--- src/rtl/bip_pkg.sv ---
// bip_pkg: shared constants for the BIP control unit.
//   - opcode encodings (5-bit field at IR[15:11])
//   - FSM state encoding
//   - datapath select and ALU op constants
package bip_pkg;

    localparam int INSTR_W = 16;

    localparam logic [4:0] OPC_HLT  = 5'b00000;
    localparam logic [4:0] OPC_STO  = 5'b00001;
    localparam logic [4:0] OPC_LD   = 5'b00010;
    localparam logic [4:0] OPC_LDI  = 5'b00011;
    localparam logic [4:0] OPC_ADD  = 5'b00100;
    localparam logic [4:0] OPC_ADDI = 5'b00101;
    localparam logic [4:0] OPC_SUB  = 5'b00110;
    localparam logic [4:0] OPC_SUBI = 5'b00111;

    typedef enum logic [2:0] {
        S_IDLE   = 3'd0,
        S_FETCH  = 3'd1,
        S_DECODE = 3'd2,
        S_EXEC   = 3'd3,
        S_HALT   = 3'd4
    } state_t;

    localparam logic [1:0] SEL_A_MEM = 2'd0;
    localparam logic [1:0] SEL_A_IMM = 2'd1;
    localparam logic [1:0] SEL_A_ALU = 2'd2;

    localparam logic SEL_B_MEM = 1'b0;
    localparam logic SEL_B_IMM = 1'b1;

    localparam logic OP_ADD = 1'b0;
    localparam logic OP_SUB = 1'b1;

endpackage

--- src/rtl/bip_control_if.sv ---
// bip_control_if: bundle between the control unit, program memory and the
// accumulator/ALU datapath.
//   master modport : the control unit (consumes start/instruction, drives the rest)
//   slave modport  : the environment (program memory, datapath, debug host)
// Signals:
//   i_start, i_instruction         -> into the control unit
//   o_pc, o_operand                -> program-memory / data-memory addressing
//   o_sel_a, o_sel_b, o_op         -> datapath selects
//   o_wr_acc, o_rd_ram, o_wr_ram   -> strobes
//   o_busy, o_halted, o_cycles     -> status / debug
interface bip_control_if #(
    parameter int OPERAND_W = 11,
    parameter int PC_W      = 11,
    parameter int CYCLE_W   = 16,
    parameter int INSTR_W   = 16
) ();

    logic                 i_start;
    logic [INSTR_W-1:0]   i_instruction;
    logic [PC_W-1:0]      o_pc;
    logic [OPERAND_W-1:0] o_operand;
    logic [1:0]           o_sel_a;
    logic                 o_sel_b;
    logic                 o_op;
    logic                 o_wr_acc;
    logic                 o_rd_ram;
    logic                 o_wr_ram;
    logic                 o_busy;
    logic                 o_halted;
    logic [CYCLE_W-1:0]   o_cycles;

    modport master (
        input  i_start, i_instruction,
        output o_pc, o_operand, o_sel_a, o_sel_b, o_op,
               o_wr_acc, o_rd_ram, o_wr_ram, o_busy, o_halted, o_cycles
    );

    modport slave (
        output i_start, i_instruction,
        input  o_pc, o_operand, o_sel_a, o_sel_b, o_op,
               o_wr_acc, o_rd_ram, o_wr_ram, o_busy, o_halted, o_cycles
    );

endinterface

--- src/rtl/bip_decoder.sv ---
// bip_decoder: purely combinational opcode decode.
// Ports:
//   i_opcode  : IR[15:11]
//   o_sel_a   : accumulator source select
//   o_sel_b   : ALU operand B select
//   o_op      : ALU add/sub
//   o_wr_acc  : accumulator write (used in EXEC)
//   o_wr_ram  : data-memory write (used in EXEC)
//   o_rd_mem  : data-memory read (used in DECODE)
// Outputs are not state-qualified here; the control unit gates them.
module bip_decoder
    import bip_pkg::*;
(
    input  logic [4:0] i_opcode,
    output logic [1:0] o_sel_a,
    output logic       o_sel_b,
    output logic       o_op,
    output logic       o_wr_acc,
    output logic       o_wr_ram,
    output logic       o_rd_mem
);

    always_comb begin
        o_sel_a  = SEL_A_MEM;
        o_sel_b  = SEL_B_MEM;
        o_op     = OP_ADD;
        o_wr_acc = 1'b0;
        o_wr_ram = 1'b0;
        o_rd_mem = 1'b0;
        case (i_opcode)
            OPC_STO: begin
                o_wr_ram = 1'b1;
            end
            OPC_LD: begin
                o_rd_mem = 1'b1;
                o_wr_acc = 1'b1;
                o_sel_a  = SEL_A_MEM;
            end
            OPC_LDI: begin
                o_wr_acc = 1'b1;
                o_sel_a  = SEL_A_IMM;
            end
            OPC_ADD: begin
                o_rd_mem = 1'b1;
                o_wr_acc = 1'b1;
                o_sel_a  = SEL_A_ALU;
                o_sel_b  = SEL_B_MEM;
                o_op     = OP_ADD;
            end
            OPC_ADDI: begin
                o_wr_acc = 1'b1;
                o_sel_a  = SEL_A_ALU;
                o_sel_b  = SEL_B_IMM;
                o_op     = OP_ADD;
            end
            OPC_SUB: begin
                o_rd_mem = 1'b1;
                o_wr_acc = 1'b1;
                o_sel_a  = SEL_A_ALU;
                o_sel_b  = SEL_B_MEM;
                o_op     = OP_SUB;
            end
            OPC_SUBI: begin
                o_wr_acc = 1'b1;
                o_sel_a  = SEL_A_ALU;
                o_sel_b  = SEL_B_IMM;
                o_op     = OP_SUB;
            end
            // HLT is handled by the FSM; 01000-11111 are NOPs.
            default: begin
            end
        endcase
    end

endmodule

--- src/rtl/bip_control.sv ---
// bip_control: multi-cycle BIP control unit (FETCH/DECODE/EXEC).
// Ports:
//   clk    : system clock, rising edge
//   rst_n  : asynchronous active-low reset
//   bus    : bip_control_if.master
//            i_start        - leave IDLE, begin at PC 0
//            i_instruction  - program memory data for address o_pc
//            o_pc           - program counter
//            o_operand      - IR[10:0]
//            o_sel_a/o_sel_b/o_op - datapath selects
//            o_wr_acc/o_rd_ram/o_wr_ram - strobes
//            o_busy/o_halted/o_cycles   - status and debug cycle counter
module bip_control
    import bip_pkg::*;
#(
    parameter int OPCODE_W  = 5,
    parameter int OPERAND_W = 11,
    parameter int PC_W      = 11,
    parameter int CYCLE_W   = 16
) (
    input  logic          clk,
    input  logic          rst_n,
    bip_control_if.master bus
);

    localparam int IR_W = OPCODE_W + OPERAND_W;
    localparam logic [CYCLE_W-1:0] CYC_ONE = CYCLE_W'(1);
    localparam logic [PC_W-1:0]    PC_ONE  = PC_W'(1);

    state_t               r_state;
    logic [PC_W-1:0]      r_pc;
    logic [IR_W-1:0]      r_ir;
    logic [CYCLE_W-1:0]   r_cycles;

    logic [OPCODE_W-1:0]  w_opcode;
    logic                 w_active;
    logic [1:0]           w_dec_sel_a;
    logic                 w_dec_sel_b;
    logic                 w_dec_op;
    logic                 w_dec_wr_acc;
    logic                 w_dec_wr_ram;
    logic                 w_dec_rd_mem;
    logic [1:0]           w_sel_a;
    logic                 w_sel_b;
    logic                 w_op;
    logic                 w_wr_acc;
    logic                 w_wr_ram;
    logic                 w_rd_ram;

    assign w_opcode = r_ir[IR_W-1 -: OPCODE_W];
    assign w_active = (r_state == S_FETCH) || (r_state == S_DECODE) ||
                      (r_state == S_EXEC);

    bip_decoder u_decoder (
        .i_opcode (w_opcode),
        .o_sel_a  (w_dec_sel_a),
        .o_sel_b  (w_dec_sel_b),
        .o_op     (w_dec_op),
        .o_wr_acc (w_dec_wr_acc),
        .o_wr_ram (w_dec_wr_ram),
        .o_rd_mem (w_dec_rd_mem)
    );

    always_ff @(posedge clk or negedge rst_n) begin
        if (!rst_n) begin
            r_state  <= S_IDLE;
            r_pc     <= '0;
            r_ir     <= '0;
            r_cycles <= '0;
        end else begin
            // Debug counter saturates rather than wrapping.
            if (w_active && (r_cycles != '1)) begin
                r_cycles <= r_cycles + CYC_ONE;
            end
            case (r_state)
                S_IDLE: begin
                    if (bus.i_start) begin
                        r_state <= S_FETCH;
                    end
                end
                S_FETCH: begin
                    r_ir    <= bus.i_instruction;
                    r_state <= S_DECODE;
                end
                S_DECODE: begin
                    r_state <= (w_opcode == OPC_HLT) ? S_HALT : S_EXEC;
                end
                S_EXEC: begin
                    r_pc    <= r_pc + PC_ONE;
                    r_state <= S_FETCH;
                end
                S_HALT: begin
                    r_state <= S_HALT;
                end
                default: begin
                    r_state <= S_IDLE;
                end
            endcase
        end
    end

    // Strobes are a combinational function of state and IR so that an
    // asynchronous reset (state -> IDLE) removes them immediately.
    always_comb begin
        w_sel_a  = SEL_A_MEM;
        w_sel_b  = SEL_B_MEM;
        w_op     = OP_ADD;
        w_wr_acc = 1'b0;
        w_wr_ram = 1'b0;
        w_rd_ram = 1'b0;
        if (r_state == S_EXEC) begin
            w_sel_a  = w_dec_sel_a;
            w_sel_b  = w_dec_sel_b;
            w_op     = w_dec_op;
            w_wr_acc = w_dec_wr_acc;
            w_wr_ram = w_dec_wr_ram;
        end else if (r_state == S_DECODE) begin
            // Synchronous-read data memory: address + read in DECODE,
            // data available in EXEC.
            w_rd_ram = w_dec_rd_mem;
        end
    end

    assign bus.o_pc      = r_pc;
    assign bus.o_operand = r_ir[OPERAND_W-1:0];
    assign bus.o_sel_a   = w_sel_a;
    assign bus.o_sel_b   = w_sel_b;
    assign bus.o_op      = w_op;
    assign bus.o_wr_acc  = w_wr_acc;
    assign bus.o_wr_ram  = w_wr_ram;
    assign bus.o_rd_ram  = w_rd_ram;
    assign bus.o_busy    = w_active;
    assign bus.o_halted  = (r_state == S_HALT);
    assign bus.o_cycles  = r_cycles;

endmodule

--- src/flat_wrapper.sv ---
// flat-port wrapper written by rule: the top's interface ports become plain ports
module bip_control_flat import bip_pkg::*;
#(
    parameter int OPCODE_W  = 5,
    parameter int OPERAND_W = 11,
    parameter int PC_W      = 11,
    parameter int CYCLE_W   = 16
)
  (clk, rst_n, bus_i_start, bus_i_instruction, bus_o_pc, bus_o_operand, bus_o_sel_a, bus_o_sel_b, bus_o_op, bus_o_wr_acc, bus_o_rd_ram, bus_o_wr_ram, bus_o_busy, bus_o_halted, bus_o_cycles);
  bip_control_if #(.OPERAND_W(OPERAND_W), .PC_W(PC_W), .CYCLE_W(CYCLE_W), .INSTR_W(16)) bus_i ();
  input  logic clk;
  input  logic rst_n;
  input wire logic [$bits(bus_i.i_start)-1:0] bus_i_start;
  input wire logic [$bits(bus_i.i_instruction)-1:0] bus_i_instruction;
  output wire logic [$bits(bus_i.o_pc)-1:0] bus_o_pc;
  output wire logic [$bits(bus_i.o_operand)-1:0] bus_o_operand;
  output wire logic [$bits(bus_i.o_sel_a)-1:0] bus_o_sel_a;
  output wire logic [$bits(bus_i.o_sel_b)-1:0] bus_o_sel_b;
  output wire logic [$bits(bus_i.o_op)-1:0] bus_o_op;
  output wire logic [$bits(bus_i.o_wr_acc)-1:0] bus_o_wr_acc;
  output wire logic [$bits(bus_i.o_rd_ram)-1:0] bus_o_rd_ram;
  output wire logic [$bits(bus_i.o_wr_ram)-1:0] bus_o_wr_ram;
  output wire logic [$bits(bus_i.o_busy)-1:0] bus_o_busy;
  output wire logic [$bits(bus_i.o_halted)-1:0] bus_o_halted;
  output wire logic [$bits(bus_i.o_cycles)-1:0] bus_o_cycles;
  assign bus_i.i_start = bus_i_start;
  assign bus_i.i_instruction = bus_i_instruction;
  assign bus_o_pc = bus_i.o_pc;
  assign bus_o_operand = bus_i.o_operand;
  assign bus_o_sel_a = bus_i.o_sel_a;
  assign bus_o_sel_b = bus_i.o_sel_b;
  assign bus_o_op = bus_i.o_op;
  assign bus_o_wr_acc = bus_i.o_wr_acc;
  assign bus_o_rd_ram = bus_i.o_rd_ram;
  assign bus_o_wr_ram = bus_i.o_wr_ram;
  assign bus_o_busy = bus_i.o_busy;
  assign bus_o_halted = bus_i.o_halted;
  assign bus_o_cycles = bus_i.o_cycles;
  bip_control #(.OPCODE_W(OPCODE_W), .OPERAND_W(OPERAND_W), .PC_W(PC_W), .CYCLE_W(CYCLE_W)) u_core (.clk(clk), .rst_n(rst_n), .bus(bus_i));
endmodule
--- config.mk ---
export PLATFORM = sky130hd
export DESIGN_NAME = bip_control_flat
export DESIGN_NICKNAME = d
export VERILOG_FILES = /design/src/rtl/bip_pkg.sv /design/src/rtl/bip_control_if.sv /design/src/rtl/bip_decoder.sv /design/src/rtl/bip_control.sv /design/src/flat_wrapper.sv
export SDC_FILE = /design/constraint.sdc
export NUM_CORES = 1
export LEC_CHECK = 0
export CAP_MARGIN = 20
export CORE_ASPECT_RATIO = 1.1
export CORE_UTILIZATION = 47
export DETAILED_ROUTE_END_ITERATION = 10
export HOLD_SLACK_MARGIN = 0.03
export PLACE_DENSITY = 0.83
export SETUP_SLACK_MARGIN = 0.5
export SLEW_MARGIN = 20
export SYNTH_ARGS = -nofsm -noshare
export SYNTH_HDL_FRONTEND = slang
export SYNTH_HIERARCHICAL = 1
export SYNTH_SLANG_ARGS = --single-unit
--- constraint.sdc ---
create_clock -name clk -period 2.15 [get_ports clk]
set_input_delay 0.3225 -clock clk [delete_from_list [all_inputs] [get_ports clk]]
set_output_delay 0.3225 -clock clk [all_outputs]
set_load 0.005 [all_outputs]
# Word-level counts from Yosys, hierarchy flattened

Index checks and enable logic that the tools add are counted.

Register bits: 46
Bits in latches: 0
Memory bits (writable): 0
Bits in read-only memories: 0
Bits of input ports: 19
Memories: 0

Add/subtract/negate cells: 2
Multipliers: 0
Divide/modulo/power cells: 0
Order comparisons: 0
Equality and inequality tests: 13
Shift-type cells: 0
Multiplexer cells: 16
Bitwise operators: 0
Reduce and logical (&&, ||, !) cells: 10

Operators with widths:

| kind                  | count |
|---|---|
| $eq 5x3->1 const B    | 4 |
| $add 16x1->16 const B | 1 |
| $ne 16x16->1 const B  | 1 |
| $pmux 3 s5            | 1 |
| $add 11x1->11 const B | 1 |
| $mux 1                | 11 |
| $eq 5x2->1 const B    | 2 |
| $eq 3x2->1 const B    | 2 |
| $mux 3                | 2 |
| $reduce_or 6->1       | 1 |
| $eq 5x1->1 const B    | 1 |
| $logic_not 5->1       | 1 |
| $pmux 2 s2            | 1 |
| $reduce_or 2->1       | 2 |
| $reduce_or 4->1       | 1 |
| $eq 3x1->1 const B    | 1 |
| $eq 3x3->1 const B    | 1 |
| $logic_not 3->1       | 1 |
| $reduce_or 3->1       | 1 |
| $logic_or 1x1->1      | 2 |
| $mux 2                | 1 |
| $ne 2x2->1 const B    | 1 |
| $logic_and 1x1->1     | 1 |

# Logic depth before layout (Yosys ltp)

Word-level depth: 5
Gate-level depth with buffers: 6
Mapped depth without buffers: 5

# Hierarchy

The synthesis kept the hierarchy.

Modules (own cells, without submodules):

| module      | times used | cells an instance | area an instance (µm²) |
|---|---|---|---|
| bip_control | 1          | 189               | 2239.6 |
| bip_decoder | 1          | 9                 | 66.3 |

# Least setup slack after synthesis

OpenSTA, ideal clock, no wires.

Kind: reg2reg
Start: reg u_core.r_cycles[0] (netlist: u_core/bus.o_cycles[0])
End: reg u_core.r_cycles[1] (netlist: u_core/bus.o_cycles[1])
Setup time: 0.125 ns
Arrival: 1.618 ns
Data required time: 2.025 ns
Path slack: 0.407 ns
Stages on the path, launching flop included: 6
Path buffers: 0
Period minus slack after synthesis: 1.743 ns
Cell sequence: dfrtp_1 > ha_1 > nand4_2 > nor4_4 > nor2_1 > mux2_2

Word-level cells in the longest chain between the ends: 2
Elaborated cells between the ends (all ways): 3
Those cells by class: 1 x add/sub; 1 x eq/ne; 1 x reduce/logical

RTL lines:

| element                                                               | RTL line          | RTL |
|---|---|---|
| start, declared                                                       | bip_control.sv:33 | `logic [CYCLE_W-1:0] r_cycles;` |
| start signal, assigned                                                | bip_control.sv:73 | `r_cycles <= r_cycles + CYC_ONE;` |
| parallel branches: the longest is 2 deep, another holds $add 16x1->16 | --                |  |

Parallel ways; which one is timed is not known.
A chain may end at the register's enable or synchronous reset.

# Worst setup path in the final report

Start: reg u_core.r_ir[15]
End: out bus_o_rd_ram

Word-level cells in the longest chain between the ends: 5
Elaborated cells between the ends (all ways): 7
Those cells by class: 3 x eq/ne; 3 x mux; 1 x reduce/logical

RTL lines:

| element                                  | RTL line           | RTL |
|---|---|---|
| start, declared                          | bip_control.sv:32  | `logic [IR_W-1:0] r_ir;` |
| start signal, assigned                   | bip_control.sv:82  | `r_ir <= bus.i_instruction;` |
| $eq 5x3->1 or $eq 5x2->1 (tied branches) | bip_decoder.sv:30  | `case (i_opcode)` |
| $reduce_or 3->1 (no line) (*)            | --                 |  |
| $mux 1 (*)                               | bip_decoder.sv:30  |  |
| named net u_core.w_dec_rd_mem            | bip_control.sv:42  | `logic w_dec_rd_mem;` |
| $mux 1 (*)                               | bip_control.sv:117 | `end else if (r_state == S_DECODE) begin` |
| $mux 1 (*)                               | bip_control.sv:111 | `if (r_state == S_EXEC) begin` |
| end, declared                            | flat_wrapper.sv:21 | `output wire logic [$bits(bus_i.o_rd_ram)-1:0] bus_o_rd_ram;` |

Mark *: on every way through the listed nets, which the timed path passes. The rest lies on a longest branch.

==> out/metrics.csv <==
stage;metric;value;unit
timing;timing_max_transition_violations_final;0;
drt;wire_length_on_met1;2.311;mm
clock_tree;cts_num_sinks;46;
drt;route.vias.total;1930;
drt;dr_wl_met3;372;µm
yosys;yosys.cell_types.count;43;
global_routing;gr-usage-all-layers;20.92;%
yosys;mux_cell_area_share_after_synthesis;9.278;%
clock_tree;tritoncts;done;
timing;worstMarginPinSlew;0.5084;ns
drt;final_antenna_net_count;0;
yosys;synthFlopType;sky130_fd_sc_hd__dfrtp_1;
worst_setup_path;launch_instance_of_the_worst_register_to_register_path;u_core/bus.o_cycles[0];
worst_setup_path;critical_path_peak_fanout;2;
yosys;synth_top_cell_area_share;49.92;%
drt;overall_routed_net_length;5.552;mm
yosys;synth_seq_cells;46;
place;dpl_cells;307;
yosys;yosys.area_share.adder;1.085;%
timing;timing.final.setup_violations;0;
die;die_y;75.47;µm
pwr;vdd.ir_drop.worst;0.0008810;V
clock_tree;cts-root-buf;sky130_fd_sc_hd__clkbuf_8;
timing;final.setup.tns;0;ns
yosys;synth.cell_area;2306;µm²
timing;fin_worst_skew;0.004267;ns
global_routing;grt_overflow;0;
final_layout;post_route_cells_drive_above_1_share;39.93;%
die;die_area;5191;µm²
min_path;hold_path.class;reg -> reg;
yosys;yosys-top-cells-area;sky130_fd_sc_hd__dfrtp_1 (50%), sky130_fd_sc_hd__mux2_2 (8.8%), sky130_fd_sc_hd__xor2_1 (4.9%);
worst_setup_path;reg2reg_to;u_core/bus.o_cycles[12];
yosys;netlist_instances;198;
drt;vias_per_cell;5.530;
clock_tree;cts_h_tree_depth;2;
worst_setup_path;category_of_the_worst_setup_path_capture_point;primary output;
die;coreArea;4684;µm²
place;gp_congestion;0.8636;
yosys;synth-simple-area-share;23.28;%
yosys;async_flop_share;100.0;%
die;die_w;68.79;µm
worst_setup_path;critical_path_required;1.83;ns
yosys;synth_seq_area_share;49.92;%
yosys;synth_xor_area_share;8.356;%
place;place.detailed.hpwl;3.170;mm
die;row_count;26;
worst_setup_path;rrSetupSlack;0.50;ns
drt;firstDrtPassIters;4;
global_routing;grt_first_pass_wirelength;7.886;mm
timing;period_needed;1.842;ns
timing;timing.max_slew.rel_slack;66.11;%
worst_setup_path;worstSetupStartpoint;u_core/r_ir[15];
yosys;complex_gate_fraction_of_the_synthesized_area;2.550;%
yosys;synth.yosys.warnings;6;
pwr;cellPowerDensity;1271;nW/µm²
yosys;synth-edff-count;0;
global_routing;grt_start_max_net_pins;27;
final_layout;area_growth;51.22;%
final_layout;layout.filler_cells;305;
timing;finalHoldViolCount;0;
clock_tree;cts_buffers;5;
die;pin_count;66;
final_layout;final_cell_area;3487;µm²
drt;drtIter0Drc;92;
drt;drcViolationCount;0;
clock_tree;clock_latency;0.30;ns
yosys;synth_largest_area_cell;sky130_fd_sc_hd__dfrtp_1;
drt;avgRoutedWirePerCell;15.91;µm
final_layout;n_antenna_cell;0;
place;buffer_ports.inserted;65;
final_layout;final_net_count;313;
drt;maxUsedRoutingLayer;met4;
global_routing;antenna_violations_before_repair;0;
worst_setup_path;r2r_cells;5;
yosys;synth_top_family_by_area;simple AND/OR/NAND/NOR gates;
worst_setup_path;crit_path_start_kind;register;
clock_tree;clkSlewWorstSetupHoldPaths;0.08;ns
die;initial_core_util;49.23;%
yosys;synthesized_nets;219;
pwr;p_leak;0.001504;µW
worst_setup_path;crit_end;bus_o_rd_ram;
final_layout;final_core_util;74.44;%
drt;met2_length;2.756;mm
place;postPlaceCellArea;2948;µm²
global_routing;vias_in_the_first_global_route;1715;
clock_tree;cts_max_path_buffers;2;
timing;post-route-period-util;85.67;%
worst_setup_path;timing.setup.critical_path_class;reg -> out;
final_layout;stdcell_count;349;
run_status;outcome;complete, no violations;
yosys;synthesis.area_per_instance;11.65;µm²
job;max_cap_viol_count;0;
worst_setup_path;worst-endpoint-arrival;1.52;ns
timing;clock.fmax;542.9;MHz
timing;final.hold.worst_slack;0.4718;ns
timing;grt_setup_unrepaired;true;
-- routing by layer --
| metal | global-route usage, % | vias up |
|---|---|---|
| met3 | 6.138 | 14 |
| met1 | 26.48 | 947 |
| met4 | 9.070 | 0 |
| met2 | 33.22 | 86 |
| met5 | 0 | - |
| li1 | - | 883 |
-- worst min path at each step --
stage | from | endpoint | slack (ns) | depth (start not counted)
floorplan | rst_n | u_core/bus.o_cycles[0] | 0.03 | 0
global placement | rst_n | u_core/bus.o_pc[5] | 0.31 | 1
detailed placement | rst_n | u_core/bus.o_pc[5] | 0.32 | 1
CTS | u_core/bus.o_pc[10] | u_core/bus.o_pc[10] | 0.48 | 1
global route | u_core/bus.o_pc[10] | u_core/bus.o_pc[10] | 0.49 | 1
finish | u_core/bus.o_pc[10] | u_core/bus.o_pc[10] | 0.47 | 1
-- state kept, by name, summed over array words and instances, names as in the netlist --
register and count:
u_core/bus.o_cycles 16, u_core/r_ir 16, u_core/bus.o_pc 11, u_core/r_state 3
-- what timing repair did --
item                       4_1_cts  5_1_grt
resized for setup               49       34
pin swaps                       12        9
hold endpoints to repair        20        0
buffers inserted                22       11
setup endpoints to repair       16       34
hold buffers                     1        0
cloned                           0        0
-- critical path: stages, from the launching register on --
cell                       delay [ns]
sky130_fd_sc_hd__dfrtp_2         0.41
sky130_fd_sc_hd__buf_4           0.15
sky130_fd_sc_hd__nor4_4          0.29
sky130_fd_sc_hd__and4bb_2        0.26
sky130_fd_sc_hd__clkbuf_2        0.12
-- layout make-up --
class	count	area [µm²]	share of cell area, %
Clock buffer	6	82.58	2.368
Clock inverter	2	60.06	1.722
Inverter	1	3.754	0.1076
Multi-Input combinational cell	134	1160	33.26
Sequential cell	46	1171	33.58
Tap cell	56	70.07	2.009
Timing Repair Buffer	104	939.7	26.95
-- cells in the mapped netlist (3+ instances only) --
cell type and instances:
sky130_fd_sc_hd__dfrtp_1 46, sky130_fd_sc_hd__mux2_2 18, sky130_fd_sc_hd__xor2_1 13, sky130_fd_sc_hd__buf_4 11
sky130_fd_sc_hd__nand2_1 11, sky130_fd_sc_hd__nand3_1 10, sky130_fd_sc_hd__xnor2_1 9, sky130_fd_sc_hd__and2_1 8
sky130_fd_sc_hd__nand4_1 8, sky130_fd_sc_hd__nor3_1 8, sky130_fd_sc_hd__and4_1 5, sky130_fd_sc_hd__nor2_1 5
sky130_fd_sc_hd__a21oi_1 3, sky130_fd_sc_hd__and3_1 3, sky130_fd_sc_hd__nor2_2 3, sky130_fd_sc_hd__nor4_1 3
-- power breakdown --
group | internal [µW] | switching, µW
Sequential | 1190 | 332
Clock | 496 | 289
Combinational | 1320 | 815
-- placed cells by master (no fill, tap or decap), types with 4 or more instances in the layout --
cell and instances:
sky130_fd_sc_hd__nand3_1 9, sky130_fd_sc_hd__nand4_1 8, sky130_fd_sc_hd__nor3_1 6, sky130_fd_sc_hd__nor4_4 5, sky130_fd_sc_hd__dfrtp_1 30, sky130_fd_sc_hd__mux2_2 18, sky130_fd_sc_hd__clkdlybuf4s50_1 55, sky130_fd_sc_hd__xnor2_1 9
sky130_fd_sc_hd__xor2_1 13, sky130_fd_sc_hd__and4_1 4, sky130_fd_sc_hd__nand2_1 11, sky130_fd_sc_hd__and2_4 5, sky130_fd_sc_hd__dfrtp_2 16, sky130_fd_sc_hd__and2_1 4, sky130_fd_sc_hd__buf_6 7, sky130_fd_sc_hd__clkbuf_8 6
sky130_fd_sc_hd__buf_2 6, sky130_fd_sc_hd__buf_4 31
-- cell families after synthesis --
group | Yosys count
mux | 19
xor+xnor | 22
fa+ha+maj | 2
simple gates | 83
compound gates | 8
buf+inv | 18
flops | 46
-- through the flow --
step | setup WS [ns] | total power [µW]
floorplan | 0.5095 | 2379
global placement | 0.4125 | 2907
detailed placement | 0.3836 | 2947
CTS | 0.2515 | 4097
global route | 0.2488 | 4685
finish | 0.3080 | 4433
Power figures use the tool's default switching activity.
